==> config.mk <==
export PLATFORM = sky130hd
export DESIGN_NAME = mux_scan_sequencer
export DESIGN_NICKNAME = d
export VERILOG_FILES = /design/src/rtl/mux_scan_sequencer.sv
export SDC_FILE = /design/constraint.sdc
export NUM_CORES = 1
export LEC_CHECK = 0
export ABC_AREA = 1
export CELL_PAD_IN_SITES_DETAIL_PLACEMENT = 0
export CELL_PAD_IN_SITES_GLOBAL_PLACEMENT = 1
export CORE_ASPECT_RATIO = 1.75
export CORE_MARGIN = 10
export CORE_UTILIZATION = 25
export CTS_CLUSTER_SIZE = 14
export DETAILED_ROUTE_END_ITERATION = 10
export GPL_ROUTABILITY_DRIVEN = 1
export GPL_TIMING_DRIVEN = 0
export PLACE_DENSITY_LB_ADDON = 0.1
export SLEW_MARGIN = 30
export SYNTH_ARGS = -nofsm -noshare
export SYNTH_HDL_FRONTEND = slang
export SYNTH_SLANG_ARGS = --single-unit
export TNS_END_PERCENT = 20
==> constraint.sdc <==
create_clock -name clk_in -period 4.13 [get_ports clk_in]
set_input_delay 0.413 -clock clk_in [delete_from_list [all_inputs] [get_ports clk_in]]
set_output_delay 0.413 -clock clk_in [all_outputs]
set_load 0.05 [all_outputs]
==> src/rtl/mux_scan_sequencer.sv <==
// mux_scan_sequencer: steps an external 8:1 registered mux through the channels
// set in a captured mask, waits SETTLE_CYCLES after each select change, samples
// Y into data_out and pulses done once the mask is exhausted.
//
// Optional feature: define SCAN_COMPL_CHECK_EN to flag err whenever Yn == Y at
// a sample point (sticky until the next accepted start). Without it, err is 0
// and Yn is ignored.
//
// Ports:
//   clk_in      sole clock, rising edge (also the mux register clock)
//   reset_n     asynchronous active-low reset
//   start       scan request, honoured in IDLE only
//   abort       synchronous scan cancel
//   chan_mask   channels to scan, captured when start is accepted
//   Y, Yn       mux true / complement outputs
//   S           mux channel select
//   LE          mux register load enable
//   OE1, OE2    mux output enables, active-low
//   OE3         mux output enable, active-high
//   busy, done  scan in progress / one-cycle completion pulse
//   data_out    sampled Y per channel
//   err         complement-check failure flag
module mux_scan_sequencer #(
  parameter int unsigned SETTLE_CYCLES = 2
) (
  input  logic       clk_in,
  input  logic       reset_n,
  input  logic       start,
  input  logic       abort,
  input  logic [7:0] chan_mask,
  input  logic       Y,
  input  logic       Yn,
  output logic [2:0] S,
  output logic       LE,
  output logic       OE1,
  output logic       OE2,
  output logic       OE3,
  output logic       busy,
  output logic       done,
  output logic [7:0] data_out,
  output logic       err
);

  localparam int unsigned CW = 4;
  localparam logic [CW-1:0] SETTLE_LAST =
    CW'((SETTLE_CYCLES == 0) ? 0 : SETTLE_CYCLES - 1);

  typedef enum logic [2:0] {IDLE, LATCH, SELECT, SETTLE, SAMPLE, DONE} state_t;

  state_t        state, state_nx;
  logic [7:0]    mask, mask_nx, data_nx;
  logic [CW-1:0] cnt, cnt_nx;
  logic [2:0]    s_nx;
  logic          err_nx, le_nx, oe_nx, busy_nx, done_nx;

  // Index of the lowest set bit (0 when none set).
  function automatic logic [2:0] lowest(input logic [7:0] m);
    lowest = '0;
    for (int i = 7; i >= 0; i--) begin
      if (m[i]) lowest = 3'(i);
    end
  endfunction

  // Next state, datapath and output decode; outputs are registered from state_nx.
  always_comb begin
    state_nx = state;
    mask_nx  = mask;
    data_nx  = data_out;
    cnt_nx   = cnt;
    err_nx   = err;
    s_nx     = S;
    case (state)
      IDLE: begin
        if (start && !abort) begin
          mask_nx  = chan_mask;
          data_nx  = '0;
          err_nx   = 1'b0;
          state_nx = (chan_mask == 8'h00) ? DONE : LATCH;
        end
      end
      LATCH: begin
        state_nx = SELECT;
        s_nx     = lowest(mask);
      end
      SELECT: begin
        cnt_nx   = '0;
        state_nx = (SETTLE_CYCLES == 0) ? SAMPLE : SETTLE;
      end
      SETTLE: begin
        if (cnt == SETTLE_LAST) state_nx = SAMPLE;
        else                    cnt_nx   = cnt + CW'(1);
      end
      SAMPLE: begin
        data_nx[S] = Y;
        mask_nx[S] = 1'b0;
`ifdef SCAN_COMPL_CHECK_EN
        if (Yn == Y) err_nx = 1'b1;
`endif
        state_nx = (mask_nx != 8'h00) ? SELECT : DONE;
        s_nx     = lowest(mask_nx);
      end
      DONE:    state_nx = IDLE;
      default: state_nx = IDLE;
    endcase

    // Abort wins over any transition while a scan is running.
    if (abort && busy) begin
      state_nx = IDLE;
      mask_nx  = '0;
      data_nx  = '0;
      cnt_nx   = '0;
    end

`ifndef SCAN_COMPL_CHECK_EN
    err_nx = 1'b0;
`endif

    le_nx   = (state_nx == LATCH);
    busy_nx = (state_nx == LATCH) || (state_nx == SELECT) ||
              (state_nx == SETTLE) || (state_nx == SAMPLE);
    oe_nx   = (state_nx == SELECT) || (state_nx == SETTLE) || (state_nx == SAMPLE);
    done_nx = (state_nx == DONE);
    if (!oe_nx) s_nx = '0;
  end

`ifndef SCAN_COMPL_CHECK_EN
  logic unused_yn;
  assign unused_yn = Yn;
`endif

  // State and registered outputs.
  always_ff @(posedge clk_in or negedge reset_n) begin
    if (!reset_n) begin
      state    <= IDLE;
      mask     <= '0;
      cnt      <= '0;
      S        <= '0;
      LE       <= 1'b0;
      OE1      <= 1'b1;
      OE2      <= 1'b1;
      OE3      <= 1'b0;
      busy     <= 1'b0;
      done     <= 1'b0;
      data_out <= '0;
      err      <= 1'b0;
    end else begin
      state    <= state_nx;
      mask     <= mask_nx;
      cnt      <= cnt_nx;
      S        <= s_nx;
      LE       <= le_nx;
      OE1      <= ~oe_nx;
      OE2      <= ~oe_nx;
      OE3      <= oe_nx;
      busy     <= busy_nx;
      done     <= done_nx;
      data_out <= data_nx;
      err      <= err_nx;
    end
  end

endmodule

## Yosys cells after proc, flatten, opt, wreduce, memory -nomap -nowiden

Cells that the tools add are included.

| storage, ports and cells | value |
|---|---|
| bits of input ports | 14 |
| bits in registers | 31 |
| word-level logic and storage cells | 81 |
| output and inout port bits | 18 |

| operators by class | value |
|---|---|
| multiplexer cells | 36 |
| eq/ne operators | 13 |
| bitwise logic cells | 3 |
| add/sub/neg operators | 1 |
| $lt $le $gt $ge | 2 |
| reduce and logical (&&, ||, !) cells | 16 |

Operators with widths:

| cell | count |
|---|---|
| 3-bit 2-to-1 mux | 22 |
| 8-bit 2-to-1 mux | 4 |
| 8-bit one-hot mux with 2 select lines | 2 |
| 3-bit one-hot mux with 5 select lines | 1 |
| 3-bit by 2-bit == test with 1-bit output (second input constant) | 4 |
| 3-bit == test (second input constant) | 3 |
| 8-bit bitwise AND | 1 |
| 8-bit bitwise mux | 1 |
| 8-bit logical NOT | 1 |
| 4-bit 2-to-1 mux | 2 |
| 8-bit inverter | 1 |
| 4-bit one-hot mux with 2 select lines | 1 |
| 8-bit nonzero test | 1 |
| 3-bit by 1-bit == test with 1-bit output (second input constant) | 2 |
| 3-bit inequality test (second input constant) | 2 |
| 3-bit one-hot mux with 2 select lines | 1 |
| 3-bit nonzero test | 2 |
| 1-bit logical OR | 5 |
| 4-bit by 1-bit adder with 4-bit output (second input constant) | 1 |
| 4-bit by 1-bit == test with 1-bit output (second input constant) | 1 |
| 3-bit by 4-bit < comparator with 1-bit output (second input constant) | 1 |
| 2-bit AND reduction | 2 |
| 1-bit demux with 3-bit select | 1 |
| 3-bit by 1-bit >= comparator with 1-bit output (second input constant) | 1 |
| 6 further kinds | 8 |

## Logic depth before layout (Yosys ltp)

| depth | value |
|---|---|
| depth in word-level cells | 16 |
| depth in mapped cells | 13 |

## Worst setup path before layout

No wires, ideal clock.

| timing path | value |
|---|---|
| kind | reg-to-reg |
| start | register S[0] |
| end | register busy |
| clock period less this slack | 1734 ps |
| data required time | 4008 ps |
| library setup time | 122 ps |
| arrival | 1612 ps |
| cell stages (with the launch flop) | 12 |
| slack | 2396 ps |
| path through | dfrtp_1 > nand3_1 > nand2_2 > nand2_2 > nor2_4 > nand2_1 > nand2_1 > nand2_2 > nand2_4 > nand2_1 > nand2_1 > nand2_1 |

| between the ends | value |
|---|---|
| longest elaborated chain between the ends | 14 |
| elaborated cells between the ends (all ways) | 18 |

RTL lines:

| what | line | source |
|---|---|---|
| start: declaration | 33 | `output logic [2:0] S,` |
| start signal: assignment | 150 | `S <= s_nx;` |
| 3-bit by 4-bit < comparator with 1-bit output (not written as such) or 3-bit by 1-bit >= comparator with 1-bit output (tied branches) | 95 | `mask_nx[S] = 1'b0;` |
| 1-bit logical AND (not written as such) | 95 |  |
| 1-bit 2-to-1 mux (not written as such) | 95 |  |
| 1-bit demux with 3-bit select (*) | 95 |  |
| 8-bit inverter (no source line) (*) | -- |  |
| 8-bit bitwise AND (no source line) (*) | -- |  |
| 8-bit nonzero test (*) | 99 | `state_nx = (mask_nx != 8'h00) ? SELECT : DONE;` |
| 3-bit 2-to-1 mux (*) | 99 |  |
| 3-bit one-hot mux with 5 select lines (*) | 72 | `case (state)` |
| 3-bit 2-to-1 mux (*) | 107 | `if (abort && busy) begin` |
| 3-bit by 1-bit == test with 1-bit output or 3-bit by 2-bit == test with 1-bit output (tied branches) | 119 | `busy_nx = (state_nx == LATCH) \|\| (state_nx == SELECT) \|\|` |
| 1-bit logical OR (2 in a row) | 119 |  |
| 1-bit logical OR (*) | 120 | `(state_nx == SETTLE) \|\| (state_nx == SAMPLE);` |
| named net busy_nx | 54 | `logic err_nx, le_nx, oe_nx, busy_nx, done_nx;` |
| end signal: assignment | 155 | `busy <= busy_nx;` |
| end: declaration | 38 | `output logic busy,` |

Mark *: on every way through the listed nets, which the timed path passes. The rest lies on a longest branch.
A chain may end at the register's enable or synchronous reset.

## Worst setup path in the final report

| timing path | value |
|---|---|
| start | register OE2 |
| end | output port OE2 |

RTL lines:

| what | line | source |
|---|---|---|
| start: declaration | 36 | `output logic OE2,` |
| start signal: assignment | 153 | `OE2 <= ~oe_nx;` |

No word-level cell between the ends.

==> results.py <==
metrics = {
    "clocking": {
        "cts_resized": 0,
        "clkTransAtPathRegs_ns": 0.05,
        "hold_buffers": 0,
        "htree_levels": 2,
        "numCtsBuffers": 5,
        "clock_latency_ns": 0.29,
        "cts.sinks": 31,
        "cts-root-buf": "clkbuf_16",
        "clock_path_buffers": 2,
        "cts_tree": "built",
        "postCtsSetupBuffers": 0,
    },
    "sta": {
        "skew_ns": 0.00481,
        "slew-limit-headroom": 0.655,
        "slew_viol_final": 0,
        "final.period_utilization": 0.510,
        "hold_viol": 0,
        "fin_setup_tns_ns": 0,
        "tightest_slew_ns": 0.518,
        "period_minus_slack_ns": 2.11,
        "fmax_mhz": 474,
        "rsz0062_at_grt": "false",
        "setup_viol": 0,
    },
    "global_routing": {
        "grt_pass1_wl_mm": 9.51,
        "grt_pass1_vias": 1815,
        "overflow": 0,
        "grt_max_degree": 20,
        "grt_antenna_before_repair": 0,
        "grt_usage": 0.108,
    },
    "worst_setup_path": {
        "critPathKind": "reg -> out",
        "r2r_start": "S[1]$_DFFE_PN0P_",
        "arrival_ns": 1.70,
        "rrSetupSlack_ns": 2.43,
        "required_ns": 3.72,
        "ff2ff_path_depth": 12,
        "path_max_fanout": 2,
        "endpoint_kind": "primary output",
        "start_kind": "flop",
        "r2r_end": "S[2]$_DFFE_PN0P_",
    },
    "synth": {
        "seq_area_frac_synth": 0.428,
        "synth_area_leaders": "dfrtp_1 41%, nand2_1 9.7%, inv_1 7.2%",
        "synth-main-ff-cell": "dfrtp_1",
        "synthesis.nets": 251,
        "synth_top_area_frac": 0.414,
        "syn-cell-area_mm2": 0.00182,
        "synthArstFlopShare": 1.00,
        "yosysMostFrequentCell": "nand2_1",
        "syn_inst": 235,
        "synth_top_area_cell": "dfrtp_1",
        "syn_avg_cell_area_um2": 7.73,
        "synth_cell_types": 29,
        "synth_edf_count": 0,
        "yosys-top-cells-count": "47 x nand2_1, 35 x inv_1, 30 x dfrtp_1",
        "ys_ff_latch": 31,
        "yosys_warnings": 0,
    },
    "final_layout": {
        "area_delta_synth_final_pct": 32.7,
        "diodes": 0,
        "multi_input_area_um2": 851,
        "drive_gt1_frac": 0.158,
        "nFillCells": 769,
        "seq_area_um2": 777,
        "nets": 288,
    },
    "drt": {
        "avgRoutedWirePerCell_um": 15.9,
        "drt_first_pass_iters": 4,
        "vias": 1636,
        "vias_per_cell": 4.56,
        "drt_first_iter_violations": 93,
        "post-route-drc-count": 0,
        "routed_wl_mm": 5.71,
        "ant_nets": 0,
    },
    "power": {
        "power_density_mw_per_mm2": 728,
        "leakage_nw": 1.20,
        "power_mw": 1.75,
        "vdd_drop_max_mv": 0.240,
    },
    "run": {
        "drv_cap": 0,
    },
    "floorplan": {
        "fp.coreArea_mm2": 0.00713,
        "die_area_mm2": 0.0112,
        "die_w_um": 84.4,
        "fp-row-count": 41,
        "initial_core_util": 0.255,
        "ioPinCount": 32,
        "die_h_um": 133,
    },
    "hold_path": {
        "hold_class": "in -> async",
    },
    "placed_design": {
        "place.gp.congestion": 0.800,
        "numPortBuffers": 29,
        "hpwlAfterDp_mm": 4.73,
    },
    "run_status": {
        "status": "finished, final reports clean",
    },
}
==> sequential cells by signal, indices dropped and copies added, names as in the netlist <==
signal and cells:
data_out 8, LE 1, S 3, OE3 1, OE2 1, done 1
mask 8, state 3, busy 1, cnt 4
==> area by class of cell <==
| class | instances | share of cell area |
|---|---|---|
| buffer | 5 | 0.0125 |
| clock inverter | 2 | 0.0145 |
| multi-input combinational | 157 | 0.353 |
| inverter | 42 | 0.0654 |
| timing repair buffer | 30 | 0.130 |
| sequential | 31 | 0.322 |
| clock buffer | 6 | 0.0576 |
| tap | 86 | 0.0447 |
==> where the power goes <==
group,internal [mW],leakage [nW],switching [mW]
sequential,0.392,0.409,0.0764
combinational,0.271,0.708,0.575
clock,0.300,0.0868,0.139
total,0.963,1.20,0.791
==> worst max path at each step <==
stage / end / from / slack [ns] / depth (start not counted)
2_1_floorplan: busy$_DFF_PN0_ / S[0]$_DFFE_PN0P_ / 2.40 / 11
3_3_place_gp: done$_DFF_PN0_ / reset_n / 1.82 / 1
3_5_place_dp: mask[2]$_DFFE_PN0P_ / abort / 2.01 / 6
4_1_cts: OE2 / OE2$_DFF_PN1_ / 2.00 / 2
5_1_grt: OE2 / OE2$_DFF_PN1_ / 1.98 / 2
6_report: OE2 / OE2$_DFF_PN1_ / 2.02 / 2
==> layer usage <==
layer	wire [um]	track usage	vias up
met1	2000	0.0997	763
met5	0	0	-
met2	3380	0.208	22
met4	153	0.0570	0
met3	172	0.0270	10
li1	-	-	841
==> stage by stage <==
step | cells | utilization | area [um2] | hold WS, ns | setup WS [ns]
CTS | 359 | 0.338 | 2410 | 0.0533 | 2.00
floorplan | 235 | - | 1820 | 0.117 | 2.40
finish | 359 | 0.338 | 2410 | 0.0436 | 2.02
detailed placement | 351 | 0.314 | 2240 | 0.355 | 2.01
global route | 359 | 0.338 | 2410 | 0.0683 | 1.98
global placement | 350 | 0.310 | 2210 | 0.510 | 1.82
==> cells by family after synthesis <==
| kind of cell | Yosys count | share of synthesized area |
|---|---|---|
| adder cells (fa/ha/maj) | 2 | 0.0138 |
| other | 1 | 0.00207 |
| XOR/XNOR | 2 | 0.00965 |
| AND/OR/NAND/NOR | 107 | 0.285 |
| AO/OA/AOI/OAI | 45 | 0.158 |
| buffers and inverters | 47 | 0.103 |
| flip-flops | 31 | 0.428 |
==> worst max-delay path: stages (launching register included) <==
cell             delay (ns)
dfstp_2                0.53
buf_4                  0.09
clkdlybuf4s50_1        0.79
==> cells in the final DEF (no fill, tap or decap), drive strengths merged, types with 2 or more instances in the layout <==
cell type	instances
a21oi	17
a311oi	8
buf	5
clkbuf	8
clkdlybuf4s50	28
dfrtp	30
ha	2
inv	42
nand2	62
nand3	17
nand4	3
nor2	24
o21a	2
o21ai	8
o22ai	8
xor2	2
Power figures use the tool's default switching activity.
